$ cat src/rtl/mem_bus_pkg.sv
// Shared types and constants for the unified memory-bus arbiter.
// Contents: FSM state enum, requester port id, reserved-region bound and
// the address classification helper used by the top module.
package mem_bus_pkg;

   typedef enum logic [1:0] {
      IDLE   = 2'd0,
      ACCESS = 2'd1,
      RESP   = 2'd2
   } state_t;

   typedef enum logic {
      PORT_IF = 1'b0,
      PORT_LS = 1'b1
   } port_t;

   // Addresses at or below this bound map to nothing; accesses there are
   // answered locally with an error and never reach the decoder.
   localparam logic [31:0] ADDR_RESERVED_MAX = 32'h003F_FFFF;

   function automatic logic is_reserved(input logic [31:0] addr);
      return (addr <= ADDR_RESERVED_MAX);
   endfunction

endpackage

$ cat src/rtl/mem_bus_arbiter_if.sv
// Handshake and bus signal bundle for mem_bus_arbiter.
// slave  : arbiter side (takes IF/LS requests, drives the decoder bus).
// master : requester/memory side (drives requests, returns bus_rdata).
interface mem_bus_arbiter_if;

   // instruction-fetch port (read-only)
   logic        if_req;
   logic [31:0] if_addr;
   logic [31:0] if_rdata;
   logic        if_ack;
   logic        if_err;

   // load/store port
   logic        ls_req;
   logic        ls_we;
   logic [31:0] ls_addr;
   logic [31:0] ls_wdata;
   logic [31:0] ls_rdata;
   logic        ls_ack;
   logic        ls_err;

   // memory-map decoder side
   logic        bus_read;
   logic        bus_write;
   logic [31:0] bus_addr;
   logic [31:0] bus_wdata;
   logic [31:0] bus_rdata;

   modport slave (
      input  if_req, if_addr,
      output if_rdata, if_ack, if_err,
      input  ls_req, ls_we, ls_addr, ls_wdata,
      output ls_rdata, ls_ack, ls_err,
      output bus_read, bus_write, bus_addr, bus_wdata,
      input  bus_rdata
   );

   modport master (
      output if_req, if_addr,
      input  if_rdata, if_ack, if_err,
      output ls_req, ls_we, ls_addr, ls_wdata,
      input  ls_rdata, ls_ack, ls_err,
      input  bus_read, bus_write, bus_addr, bus_wdata,
      output bus_rdata
   );

endinterface

$ cat src/rtl/mem_bus_prio_sel.sv
// Fixed-priority requester select: LS first unless its streak is exhausted.
// Latency: combinational.
// Backpressure: none; the caller decides when the grant is taken.
// Ports: if_req, ls_req, streak_full in; grant_valid, grant_port out.
module mem_bus_prio_sel
   import mem_bus_pkg::*;
(
   input  logic  if_req,
   input  logic  ls_req,
   input  logic  streak_full,
   output logic  grant_valid,
   output port_t grant_port
);

   always_comb begin
      grant_valid = if_req | ls_req;
      grant_port  = PORT_IF;
      // A full streak only hands the bus to IF when IF is actually waiting;
      // a lone LS request always wins.
      if (ls_req && !(if_req && streak_full)) begin
         grant_port = PORT_LS;
      end
   end

endmodule

$ cat src/rtl/mem_bus_arbiter.sv
// Two-requester arbiter (IF fetch, LS load/store) for the unified memory bus.
// Latency: request seen in IDLE at cycle N is acked at N+1+RD_LATENCY (N+1 for reserved).
// Backpressure: requesters hold req until their one-cycle ack; one access in flight.
// Ports: clk, rst (sync, active-high), mb (mem_bus_arbiter_if.slave).
// Optional: MEM_BUS_ARB_STATS_EN adds if_grant_cnt, ls_grant_cnt, contention_cnt.
module mem_bus_arbiter
   import mem_bus_pkg::*;
#(
   parameter int RD_LATENCY    = 1,   // 1..7
   parameter int MAX_LS_STREAK = 4    // 1..15
)
(
   input  logic              clk,
   input  logic              rst,
   mem_bus_arbiter_if.slave  mb
`ifdef MEM_BUS_ARB_STATS_EN
   ,
   output logic [31:0]       if_grant_cnt,
   output logic [31:0]       ls_grant_cnt,
   output logic [31:0]       contention_cnt
`endif
);

   localparam logic [2:0] LAT_LAST   = 3'(RD_LATENCY - 1);
   localparam logic [3:0] STREAK_MAX = 4'(MAX_LS_STREAK);

   state_t      state_q, state_d;
   port_t       port_q;
   logic        we_q;
   logic        err_q;
   logic [31:0] addr_q;
   logic [31:0] wdata_q;
   logic [2:0]  lat_q;
   logic [3:0]  streak_q;
   logic [31:0] if_rdata_q;
   logic [31:0] ls_rdata_q;

   logic        grant_valid;
   port_t       grant_port;
   logic        streak_full;
   logic        grant_fire;
   logic        lat_last;
   logic [31:0] grant_addr;
   logic        grant_rsvd;

   assign streak_full = (streak_q == STREAK_MAX);
   assign lat_last    = (lat_q == LAT_LAST);
   assign grant_addr  = (grant_port == PORT_LS) ? mb.ls_addr : mb.if_addr;
   assign grant_rsvd  = is_reserved(grant_addr);

   mem_bus_prio_sel u_prio_sel (
      .if_req      (mb.if_req),
      .ls_req      (mb.ls_req),
      .streak_full (streak_full),
      .grant_valid (grant_valid),
      .grant_port  (grant_port)
   );

   // ---------------- FSM ----------------
   always_ff @(posedge clk) begin
      if (rst) begin
         state_q <= IDLE;
      end else begin
         state_q <= state_d;
      end
   end

   always_comb begin
      state_d    = state_q;
      grant_fire = 1'b0;
      case (state_q)
         IDLE: begin
            if (grant_valid) begin
               grant_fire = 1'b1;
               state_d    = grant_rsvd ? RESP : ACCESS;
            end
         end
         ACCESS: begin
            if (lat_last) begin
               state_d = RESP;
            end
         end
         RESP: begin
            state_d = IDLE;
         end
         default: begin
            state_d = IDLE;
         end
      endcase
   end

   // ---------------- datapath ----------------
   always_ff @(posedge clk) begin
      if (rst) begin
         port_q     <= PORT_IF;
         we_q       <= 1'b0;
         err_q      <= 1'b0;
         addr_q     <= 32'h0;
         wdata_q    <= 32'h0;
         lat_q      <= 3'd0;
         streak_q   <= 4'd0;
         if_rdata_q <= 32'h0;
         ls_rdata_q <= 32'h0;
      end else begin
         if (grant_fire) begin
            port_q  <= grant_port;
            addr_q  <= grant_addr;
            err_q   <= grant_rsvd;
            lat_q   <= 3'd0;
            we_q    <= (grant_port == PORT_LS) && mb.ls_we;
            wdata_q <= (grant_port == PORT_LS) ? mb.ls_wdata : 32'h0;

            // Streak only grows while IF is actually being held off.
            if (grant_port == PORT_LS && mb.if_req) begin
               if (!streak_full) begin
                  streak_q <= streak_q + 4'd1;
               end
            end else begin
               streak_q <= 4'd0;
            end

            // Reserved accesses return zero data to the granted port only.
            if (grant_rsvd) begin
               if (grant_port == PORT_LS) begin
                  ls_rdata_q <= 32'h0;
               end else begin
                  if_rdata_q <= 32'h0;
               end
            end
         end

         if (state_q == ACCESS) begin
            lat_q <= lat_last ? 3'd0 : lat_q + 3'd1;
            if (lat_last && !we_q) begin
               if (port_q == PORT_LS) begin
                  ls_rdata_q <= mb.bus_rdata;
               end else begin
                  if_rdata_q <= mb.bus_rdata;
               end
            end
         end
      end
   end

   // ---------------- outputs ----------------
   // Strobes and acks decode straight from the registered state so a reset
   // drops them in the very next cycle.
   assign mb.bus_read  = (state_q == ACCESS) && !we_q;
   assign mb.bus_write = (state_q == ACCESS) && we_q && lat_last;
   assign mb.bus_addr  = addr_q;
   assign mb.bus_wdata = wdata_q;

   assign mb.if_ack   = (state_q == RESP) && (port_q == PORT_IF);
   assign mb.if_err   = mb.if_ack && err_q;
   assign mb.if_rdata = if_rdata_q;

   assign mb.ls_ack   = (state_q == RESP) && (port_q == PORT_LS);
   assign mb.ls_err   = mb.ls_ack && err_q;
   assign mb.ls_rdata = ls_rdata_q;

`ifdef MEM_BUS_ARB_STATS_EN
   always_ff @(posedge clk) begin
      if (rst) begin
         if_grant_cnt   <= 32'h0;
         ls_grant_cnt   <= 32'h0;
         contention_cnt <= 32'h0;
      end else begin
         if (grant_fire && grant_port == PORT_IF) begin
            if_grant_cnt <= if_grant_cnt + 32'd1;
         end
         if (grant_fire && grant_port == PORT_LS) begin
            ls_grant_cnt <= ls_grant_cnt + 32'd1;
         end
         if (state_q == IDLE && mb.if_req && mb.ls_req) begin
            contention_cnt <= contention_cnt + 32'd1;
         end
      end
   end
`endif

endmodule

$ cat src/flat_wrapper.sv
// flat-port wrapper written by rule: the top's interface ports become plain ports
module mem_bus_arbiter_flat import mem_bus_pkg::*;
#(
   parameter int RD_LATENCY    = 1,          
   parameter int MAX_LS_STREAK = 4            
)
  (clk, rst, mb_if_req, mb_if_addr, mb_if_rdata, mb_if_ack, mb_if_err, mb_ls_req, mb_ls_we, mb_ls_addr, mb_ls_wdata, mb_ls_rdata, mb_ls_ack, mb_ls_err, mb_bus_read, mb_bus_write, mb_bus_addr, mb_bus_wdata, mb_bus_rdata);
  mem_bus_arbiter_if mb_i ();
  input  logic clk;
  input  logic rst;
  input wire logic [$bits(mb_i.if_req)-1:0] mb_if_req;
  input wire logic [$bits(mb_i.if_addr)-1:0] mb_if_addr;
  output wire logic [$bits(mb_i.if_rdata)-1:0] mb_if_rdata;
  output wire logic [$bits(mb_i.if_ack)-1:0] mb_if_ack;
  output wire logic [$bits(mb_i.if_err)-1:0] mb_if_err;
  input wire logic [$bits(mb_i.ls_req)-1:0] mb_ls_req;
  input wire logic [$bits(mb_i.ls_we)-1:0] mb_ls_we;
  input wire logic [$bits(mb_i.ls_addr)-1:0] mb_ls_addr;
  input wire logic [$bits(mb_i.ls_wdata)-1:0] mb_ls_wdata;
  output wire logic [$bits(mb_i.ls_rdata)-1:0] mb_ls_rdata;
  output wire logic [$bits(mb_i.ls_ack)-1:0] mb_ls_ack;
  output wire logic [$bits(mb_i.ls_err)-1:0] mb_ls_err;
  output wire logic [$bits(mb_i.bus_read)-1:0] mb_bus_read;
  output wire logic [$bits(mb_i.bus_write)-1:0] mb_bus_write;
  output wire logic [$bits(mb_i.bus_addr)-1:0] mb_bus_addr;
  output wire logic [$bits(mb_i.bus_wdata)-1:0] mb_bus_wdata;
  input wire logic [$bits(mb_i.bus_rdata)-1:0] mb_bus_rdata;
  assign mb_i.if_req = mb_if_req;
  assign mb_i.if_addr = mb_if_addr;
  assign mb_if_rdata = mb_i.if_rdata;
  assign mb_if_ack = mb_i.if_ack;
  assign mb_if_err = mb_i.if_err;
  assign mb_i.ls_req = mb_ls_req;
  assign mb_i.ls_we = mb_ls_we;
  assign mb_i.ls_addr = mb_ls_addr;
  assign mb_i.ls_wdata = mb_ls_wdata;
  assign mb_ls_rdata = mb_i.ls_rdata;
  assign mb_ls_ack = mb_i.ls_ack;
  assign mb_ls_err = mb_i.ls_err;
  assign mb_bus_read = mb_i.bus_read;
  assign mb_bus_write = mb_i.bus_write;
  assign mb_bus_addr = mb_i.bus_addr;
  assign mb_bus_wdata = mb_i.bus_wdata;
  assign mb_i.bus_rdata = mb_bus_rdata;
  mem_bus_arbiter #(.RD_LATENCY(RD_LATENCY), .MAX_LS_STREAK(MAX_LS_STREAK)) u_core (.clk(clk), .rst(rst), .mb(mb_i));
endmodule
$ cat config.mk
export PLATFORM = sky130hd
export DESIGN_NAME = mem_bus_arbiter_flat
export DESIGN_NICKNAME = d
export VERILOG_FILES = /design/src/rtl/mem_bus_pkg.sv /design/src/rtl/mem_bus_arbiter_if.sv /design/src/rtl/mem_bus_prio_sel.sv /design/src/rtl/mem_bus_arbiter.sv /design/src/flat_wrapper.sv
export SDC_FILE = /design/constraint.sdc
export NUM_CORES = 1
export LEC_CHECK = 0
export CORE_ASPECT_RATIO = 1.75
export CORE_UTILIZATION = 40
export CTS_CLUSTER_SIZE = 25
export DETAILED_ROUTE_END_ITERATION = 10
export GPL_TIMING_DRIVEN = 1
export PLACE_DENSITY = 0.87
export SKIP_LAST_GASP = 1
export SYNTH_ARGS = -nofsm -noshare
export SYNTH_HDL_FRONTEND = slang
export SYNTH_SLANG_ARGS = --single-unit
$ cat constraint.sdc
create_clock -name clk -period 3.9 [get_ports clk]
set_input_delay 0.39 -clock clk [delete_from_list [all_inputs] [get_ports clk]]
set_output_delay 0.39 -clock clk [all_outputs]
set_load 0.02 [all_outputs]
==> impl_metrics.py, run 1 <==
metrics = {
    "cts": {
        "cts_resized": 0,
        "cts_buffers": 17,
        "cts_tree": "done",
        "cts.clk_slew.worst_paths_ns": 0.07,
        "cts.htree.levels": 4,
        "cts_num_sinks": 140,
        "cts_setup_buffers": 0,
        "cts_buffer_depth": 2,
        "cts_root_buf": "clkbuf_16",
        "holdBufCountCts": 0,
        "clk_latency_ns": 0.41,
    },
    "grt": {
        "grt_pass1_vias": 5163,
        "grt-ovfl-total": 0,
        "grt_pass1_wl_mm": 26.8,
        "antenna_found_initial": 0,
        "grt_max_degree": 86,
        "grtUsageTotal_pct": 25.9,
    },
    "cells_and_area": {
        "stdcell_area_um2": 8620,
        "fin_cells": 991,
        "area_growth_pct": 63.8,
        "diodes": 0,
        "final_common_cell": "clkdlybuf4s50_1",
        "drive_gt1_share_pct": 6.83,
        "most-common-layout-cells": "clkdlybuf4s50_1, dfxtp_1, nand2_1",
        "final_nets": 944,
    },
    "worst_setup_path": {
        "r2r_start": "u_core.streak_q[0]$_SDFFE_PP0P_",
        "cpPeakStageDelay_ns": 0.62,
        "rr_endpoint": "u_core.mb.if_rdata[21]$_SDFF_PP0_",
        "cp_top_family": "buffers and inverters",
        "worstRegToRegCells": 7,
        "path_cells": "inv_1 > ha_1 > nor2b_1 > and3_1 > clkdlybuf4s50_1",
        "cp-end-kind": "output pin",
        "start_kind": "flop",
        "r2r_slack_ns": 1.58,
        "cpMaxStageDelayCell": "clkdlybuf4s50_1",
        "worstPathRequired_ns": 3.51,
        "worstPathMaxFanout": 6,
        "worstSetupPathType": "reg2out",
        "path_buf_inv": 2,
        "arrival_ns": 2.21,
    },
    "synth": {
        "synth_area_leader_cell": "dfxtp_1",
        "yosysWarningCount": 0,
        "syn_area_um2": 5260,
        "synth_cells": 560,
        "synth_edf_count": 0,
        "ys_dominant_reg_cell": "dfxtp_1",
        "yosysTopAreaCellShare_pct": 53.3,
        "synth.distinct_cells": 39,
        "syn_area_per_cell_um2": 9.39,
        "synth.ff_latch_count": 140,
        "synth_area_leaders": "dfxtp_1, a22o_1, nand2_1",
        "synth-seq-area-share_pct": 53.3,
        "synthArstFlopShare_pct": 0,
        "synth_nets": 697,
    },
    "die": {
        "die-area_um2": 13600,
        "start_util_pct": 40.9,
        "fp.coreArea_um2": 12900,
        "die_y_um": 154,
        "num_rows": 55,
        "io_pins": 267,
        "die_x_um": 88.7,
    },
    "timing": {
        "setup_violations": 0,
        "finalMaxSlewViolations": 0,
        "worstMarginPinSlew_ns": 0.904,
        "hold_slack_ns": 0.450,
        "rsz0062_at_grt": "no",
        "tns_ns": 0,
        "fmax_mhz": 385,
        "hold_viol_final": 0,
        "finalCritPeriodShare_pct": 66.7,
        "skew_ns": 0.0137,
        "finalCriticalPeriod_ns": 2.60,
        "slew_headroom_pct": 39.7,
    },
    "detailed_routing": {
        "routed-wl-met2_mm": 9.43,
        "route.detailed.drc": 0,
        "drtIter0Drc": 194,
        "ant_nets": 0,
        "drt_first_pass_iters": 4,
        "num_vias": 5264,
        "drt-met1-wl_mm": 6.38,
        "wl_met3_mm": 1.35,
        "wl_mm": 17.8,
        "routed.top_layer": "met4",
        "wl_per_cell_um": 17.9,
        "viasPerCell": 5.31,
    },
    "min_path": {
        "min_path_type": "reg2reg",
        "holdPathStages": 2,
        "hp-start": "u_core.mb.bus_wdata[20]$_SDFFE_PP0P_",
        "hold_end": "u_core.mb.bus_wdata[20]$_SDFFE_PP0P_",
    },
    "power": {
        "p_leak_nw": 3.22,
        "vdd_drop_max_mv": 0.298,
        "total_power_w": 0.00392,
        "power.density_nw_per_um2": 455,
    },
    "place": {
        "io_buffers": 266,
        "postPlaceCellArea_um2": 8020,
        "place.gp.congestion": 0.839,
        "dp_hpwl_mm": 12.5,
        "place_inst": 959,
    },
    "flow_run": {
        "maxCapViolCount": 0,
    },
    "status": {
        "outcome": "completed",
    },
}
[routing by layer]
layer / vias to the layer above / GRT usage, %
met3: 38 / 8.48
met1: 2486 / 26.5
met2: 221 / 46.0
met5: - / 0
met4: 0 / 12.4
li1: 2519 / -
[worst max-delay path by stage]
stage                                  from                           endpoint  slack, ns  cells after the start
2_1_floorplan                mb_if_addr[26]  u_core.mb.if_rdata[10]$_SDFF_PP0_       2.02                      5
3_3_place_gp                      mb_if_req   u_core.mb.if_rdata[0]$_SDFF_PP0_       1.32                      6
3_5_place_dp                      mb_ls_req  u_core.mb.if_rdata[18]$_SDFF_PP0_       1.28                      5
4_1_cts        u_core.lat_q[0]$_SDFFE_PP0P_                       mb_bus_write       1.28                      5
5_1_grt        u_core.lat_q[0]$_SDFFE_PP0P_                       mb_bus_write       1.16                      5
6_report       u_core.lat_q[0]$_SDFFE_PP0P_                       mb_bus_write       1.30                      5
[final cells by class]
class                      count  area, µm²
multi-input combinational    366       2240
clock buffer                  17        425
clock inverter                15        170
timing repair buffer         276       2750
fill                        1003       4250
tap                          171        214
inverter                       6       22.5
sequential                   140       2800
[cell families after synthesis]
family                   count (synthesis)  share of synthesized area (%)
AND/OR/NAND/NOR                        214                           18.9
AO/OA/AOI/OAI                          148                           22.0
flip-flops                             140                           53.3
buffers and inverters                   54                           4.90
adder cells (fa/ha/maj)                  4                          0.952
[worst reg2reg max path, stage by stage, from the launching register on]
cell      delay (ns)
dfxtp_1         0.37
inv_1           0.07
ha_1            0.21
nand4b_1        0.12
nand2_1         0.44
a311oi_4        0.41
buf_4           0.40
a22o_1          0.24
[registers in the layout, indices dropped and copies added (netlist names)]
signal and cells:
u_core.mb.ls_rdata 32, u_core.we_q 1, u_core.mb.bus_addr 32, u_core.state_q 2
u_core.mb.if_rdata 32, u_core.lat_q 3, u_core.mb.bus_wdata 32, u_core.err_q 1
u_core.streak_q 4, u_core.port_q 1
[cells in the mapped netlist (8+ instances only)]
master	instances
nor2_1	41
a311oi_1	32
a22o_1	62
nand3_1	37
nand2_1	105
clkbuf_1	23
buf_1	11
buf_2	8
a21oi_1	41
dfxtp_1	140
[per-stage QoR]
step	util, %	setup WS (ns)
detailed placement	62.3	1.28
floorplan	-	2.02
finish	67.0	1.30
global placement	62.3	1.32
CTS	67.0	1.28
global route	67.0	1.16
[where the power goes]
group / internal (W) / switching [W] / total (W) / leakage (nW)
Combinational: 0.000356 / 0.000374 / 0.000729 / 1.79
Clock: 0.000913 / 0.000698 / 0.00161 / 0.286
Sequential: 0.00152 / 0.0000559 / 0.00158 / 1.14
Note: power is estimated with default switching activity, not from simulation.
==> run 2, diff against run 1 <==
Settings changed: CORE_UTILIZATION 40 to 36, PLACE_DENSITY 0.87 to 0.83.
Clock period 3.9 ns to 2.2 ns, I/O delays scaled along.
==> impl_metrics.py, run 2 (synthesis gave the netlist of run 1 again) <==
metrics = {
    "cts": {
        "cts_buffers": 17,
        "cts_tree": "done",
        "cts_root_buf": "clkbuf_16",
        "holdBufCountCts": 0,
        "clk_latency_ns": 0.41,
        "cts.htree.levels": 4,
        "cts.clk_slew.worst_paths_ns": 0.06,
        "cts_num_sinks": 140,
        "cts_buffer_depth": 2,
    },
    "timing": {
        "finalMaxSlewViolations": 0,
        "setup_violations": 0,
        "fmax_mhz": 477,
        "hold_viol_final": 0,
        "rsz0062_at_grt": "yes",
        "skew_ns": 0.0103,
        "finalCritPeriodShare_pct": 95.2,
        "finalCriticalPeriod_ns": 2.09,
        "worstMarginPinSlew_ns": 0.528,
        "slew_headroom_pct": 64.8,
    },
    "die": {
        "die-area_um2": 15100,
        "start_util_pct": 36.8,
        "die_y_um": 162,
        "num_rows": 58,
        "die_x_um": 93.4,
        "io_pins": 267,
        "fp.coreArea_um2": 14300,
    },
    "worst_setup_path": {
        "r2r_start": "u_core.lat_q[0]$_SDFFE_PP0P_",
        "worstPathRequired_ns": 1.98,
        "worstRegToRegCells": 8,
        "cp-end-kind": "output pin",
        "path_buf_inv": 2,
        "r2r_slack_ns": 0.26,
        "crit_start": "u_core.state_q[1]$_SDFFE_PP0P_",
        "worstPathMaxFanout": 5,
        "worstSetupEndpoint": "mb_if_err",
        "cp_top_family": "buffers and inverters",
        "cpPeakStageDelay_ns": 0.61,
        "rr_endpoint": "u_core.mb.if_rdata[9]$_SDFF_PP0_",
        "worstSetupPathType": "reg2out",
        "path_cells": "inv_1 > nor3_2 > and2_1 > clkdlybuf4s50_1",
        "cpMaxStageDelayCell": "clkdlybuf4s50_1",
        "start_kind": "flop",
        "worst-path-stages": 4,
        "arrival_ns": 1.87,
    },
    "min_path": {
        "holdPathStages": 2,
        "min_path_type": "in2reg",
    },
    "power": {
        "p_leak_nw": 3.32,
        "total_power_w": 0.00704,
        "vdd_drop_max_mv": 0.615,
        "power.density_nw_per_um2": 802,
    },
    "cells_and_area": {
        "fin_cells": 1010,
        "area_growth_pct": 66.8,
        "final_nets": 954,
        "drive_gt1_share_pct": 8.19,
        "final_common_cell": "clkdlybuf4s50_1",
        "most-common-layout-cells": "clkdlybuf4s50_1, dfxtp_1, nand2_1",
        "diodes": 0,
    },
    "detailed_routing": {
        "viasPerCell": 5.13,
        "num_vias": 5186,
        "wl_per_cell_um": 16.8,
        "ant_nets": 0,
        "drt_first_pass_iters": 4,
        "wl_mm": 17.0,
        "route.detailed.drc": 0,
        "drtIter0Drc": 274,
    },
    "grt": {
        "antenna_found_initial": 0,
        "grt-ovfl-total": 0,
        "grt_max_degree": 57,
        "grtUsageTotal_pct": 22.4,
        "grt_pass1_wl_mm": 26.3,
        "grt_pass1_vias": 4998,
    },
    "flow_run": {
        "maxCapViolCount": 0,
    },
    "place": {
        "place_inst": 978,
        "dp_hpwl_mm": 12.4,
        "place.gp.congestion": 0.807,
        "io_buffers": 266,
    },
    "status": {
        "outcome": "completed",
    },
}
-- run 2: metrics by stage --
stage	hold WS, ns	utilization [%]	TNS (ns)	setup slack [ns]	instance area (µm²)
detailed placement	0.442	57.2	-2.30	-0.0718	8170
global placement	0.437	57.2	-0.460	-0.0174	8170
finish	0.291	61.4	0	0.105	8770
global route	0.312	61.4	-0.0137	-0.0137	8770
floorplan	0.345	-	0	0.387	5260
CTS	0.275	61.3	0	0.0122	8760
-- run 2: cell type report --
type                            count  area [µm²]
Fill cell                        1172        5520
Sequential cell                   140        2800
Clock inverter                     15         170
Timing Repair Buffer              286        2880
Multi-Input combinational cell    366        2240
Tap cell                          180         225
Inverter                            6        22.5
Clock buffer                       17         425
-- run 2: per-layer routing --
layer  vias up  wire, µm  global-route usage (%)
li1       2540         -                       -
met1      2448      6720                    25.7
met2       180      9040                    39.9
met3        18       928                    5.20
met4         0       285                    8.32
met5         -         0                       0
-- run 2: worst register-to-register path: cells and delay by family, from the launching register on --
| kind | cells | cell delay [ns] |
|---|---|---|
| simple gates | 2 | 0.35 |
| buf+inv | 3 | 0.45 |
| fa+ha+maj | 1 | 0.21 |
| compound gates | 2 | 0.49 |
| flops | 1 | 0.39 |
-- run 2: what timing repair did --
item,4_1_cts,5_1_grt
setup buffers,0,0
resized for setup,3,2
setup endpoints to repair,2,3
-- run 2: power breakdown --
| part | switching, W | internal, W |
|---|---|---|
| Clock | 0.00130 | 0.00163 |
| Combinational | 0.000661 | 0.000661 |
| Sequential | 0.0000946 | 0.00270 |
| Total | 0.00205 | 0.00499 |
-- run 2: worst min path at each step --
stage                                          from  slack [ns]                              endpoint
6_report                                        rst        0.29       u_core.streak_q[0]$_SDFFE_PP0P_
5_1_grt                                         rst        0.31  u_core.mb.bus_wdata[26]$_SDFFE_PP0P_
4_1_cts                                         rst        0.27  u_core.mb.bus_wdata[27]$_SDFFE_PP0P_
3_5_place_dp   u_core.mb.bus_wdata[27]$_SDFFE_PP0P_        0.44  u_core.mb.bus_wdata[27]$_SDFFE_PP0P_
3_3_place_gp   u_core.mb.bus_wdata[16]$_SDFFE_PP0P_        0.44  u_core.mb.bus_wdata[16]$_SDFFE_PP0P_
2_1_floorplan                      mb_bus_rdata[10]        0.35     u_core.mb.if_rdata[10]$_SDFF_PP0_
==> run 3, diff against run 2 <==
Clock period 2.2 ns to 1.8 ns, I/O delays scaled along.
==> impl_metrics.py, run 3 (synthesis gave the netlist of run 1 again) <==
metrics = {
    "power": {
        "switchingPower_w": 0.00254,
        "combPwrFrac_pct": 20.0,
        "p_leak_nw": 3.53,
        "clkPwrFrac_pct": 40.7,
        "vdd_drop_max_mv": 0.550,
        "p_seq_share_pct": 39.2,
        "power.density_nw_per_um2": 954,
        "p_int_w": 0.00617,
        "swShare_pct": 29.1,
    },
    "timing": {
        "worstMarginPinSlew_ns": 0.485,
        "worst_slack_ns": 0.0337,
        "hold_viol_final": 0,
        "skew_ns": 0.0103,
        "setup_violations": 0,
        "finalCriticalPeriod_ns": 1.77,
        "fmax_mhz": 566,
        "slew_headroom_pct": 67.7,
        "finalCritPeriodShare_pct": 98.1,
        "finalMaxSlewViolations": 0,
    },
    "cells_and_area": {
        "most-common-layout-cells": "clkdlybuf4s50_1, dfxtp_1, nand2_1",
        "final_common_cell": "clkdlybuf4s50_1",
        "fin_cells": 1033,
        "multi_input_area_um2": 2300,
        "diodes": 0,
        "drive_gt1_share_pct": 12.9,
        "final_nets": 977,
        "n_fill_cell": 1132,
        "area_growth_pct": 73.5,
        "regArea_um2": 2810,
    },
    "cts": {
        "cts_root_buf": "clkbuf_16",
        "cts_buffers": 17,
        "cts_num_sinks": 140,
        "clk_latency_ns": 0.41,
        "cts.clk_slew.worst_paths_ns": 0.06,
        "cts.htree.levels": 4,
        "holdBufCountCts": 0,
        "cts_tree": "done",
        "cts_buffer_depth": 2,
    },
    "place": {
        "dp_hpwl_mm": 12.7,
        "place.gp.congestion": 0.833,
        "pre_cts_ws_ns": -0.422,
        "place_inst": 992,
        "io_buffers": 266,
    },
    "detailed_routing": {
        "wl_mm": 18.2,
        "wl_per_cell_um": 17.6,
        "viasPerCell": 5.19,
        "num_vias": 5363,
        "drtIter0Drc": 226,
        "ant_nets": 0,
        "drt_first_pass_iters": 4,
        "route.detailed.drc": 0,
    },
    "flow_run": {
        "maxCapViolCount": 0,
    },
    "die": {
        "start_util_pct": 36.8,
        "die_x_um": 93.4,
        "fp.coreArea_um2": 14300,
        "die-area_um2": 15100,
        "die_y_um": 162,
        "num_rows": 58,
        "io_pins": 267,
    },
    "grt": {
        "grt-ovfl-total": 0,
        "use_met1_pct": 25.7,
        "met3_usage_pct": 5.43,
        "grt_pass1_wl_mm": 27.4,
        "busiest_layer": "met2",
        "antenna_found_initial": 0,
        "grt_pass1_vias": 5272,
        "globalRouteMet2Util_pct": 41.8,
        "grtUsageTotal_pct": 23.2,
        "grt_max_degree": 61,
    },
    "worst_setup_path": {
        "worstPathMaxFanout": 8,
        "crit_start": "mb_if_addr[24]",
        "start_kind": "input pin",
        "worstSetupPathType": "in2reg",
        "r2r_start": "u_core.lat_q[1]$_SDFFE_PP0P_",
        "cp-end-kind": "flop",
        "arrival_ns": 2.07,
        "worstPathRequired_ns": 2.10,
    },
    "min_path": {
        "hp-start": "mb_if_addr[26]",
        "min_path_type": "in2reg",
    },
    "status": {
        "outcome": "completed",
    },
}
[run 3: changes by cell type in the layout (fill, tap and decap cells not counted), moves of 4 or more]
cell	before	now
clkdlybuf4s50_1	262	253
buf_6	0	4
buf_4	14	27
dlymetal6s2s_1	1	6
[run 3: power by group through the flow]
stage / logic [W] / clock network (W) / registers [W]
floorplan: 0.000519 / 0 / 0.00370
global placement: 0.00165 / 0 / 0.00347
detailed placement: 0.00168 / 0 / 0.00348
CTS: 0.00168 / 0.00361 / 0.00341
global route: 0.00186 / 0.00374 / 0.00344
finish: 0.00174 / 0.00355 / 0.00342
[run 3: repair_timing]
item	CTS	global route
pin swaps	0	7
gates cloned	0	4
gates resized for setup	14	30
setup endpoints to repair	46	106
buffers inserted	0	5
[run 3: area by class of cell]
class,count,share of cell area (%)
clock buffer,17,4.66
clock inverter,15,1.91
inverter,6,0.247
multi-input combinational,366,25.2
sequential,140,30.8
tap,180,2.47
timing repair buffer,309,34.7
[run 3: path summary, 6_finish.rpt]
path / cells after the start / slack [ns] / to
worst min register to register: 2 / 0.45 / u_core.mb.bus_wdata[22]$_SDFFE_PP0P_
worst max register to register: 8 / 0.05 / u_core.mb.if_rdata[18]$_SDFF_PP0_
worst min-delay path: 3 / 0.09 / u_core.mb.bus_addr[26]$_SDFFE_PP0P_
worst max-delay path: 7 / 0.03 / u_core.mb.if_rdata[0]$_SDFF_PP0_
[run 3: per-stage QoR]
| stage | util [%] | total power, W | hold slack [ns] | TNS, ns | area, µm² |
|---|---|---|---|---|---|
| finish | 63.8 | 0.00870 | 0.0935 | 0 | 9120 |
| global route | 63.8 | 0.00904 | 0.0807 | -0.0465 | 9120 |
| CTS | 62.4 | 0.00871 | 0.190 | -0.116 | 8920 |
| detailed placement | 58.1 | 0.00515 | 0.442 | -24.64 | 8310 |
| global placement | 58.1 | 0.00512 | 0.437 | -23.15 | 8310 |
| floorplan | - | 0.00422 | 0.305 | 0 | 5260 |
[run 3: critical path, stage by stage]
cell	delay (ns)
clkdlybuf4s50_1	0.42
or4_4	0.52
nor4_4	0.24
a311oi_4	0.14
buf_6	0.15
clkbuf_16	0.16
a22o_2	0.25
[run 3: per-layer routing]
metal,up-vias,wire (µm)
met5,-,0
met4,0,486
met3,31,937
met2,197,9790
met1,2550,6980
li1,2585,-
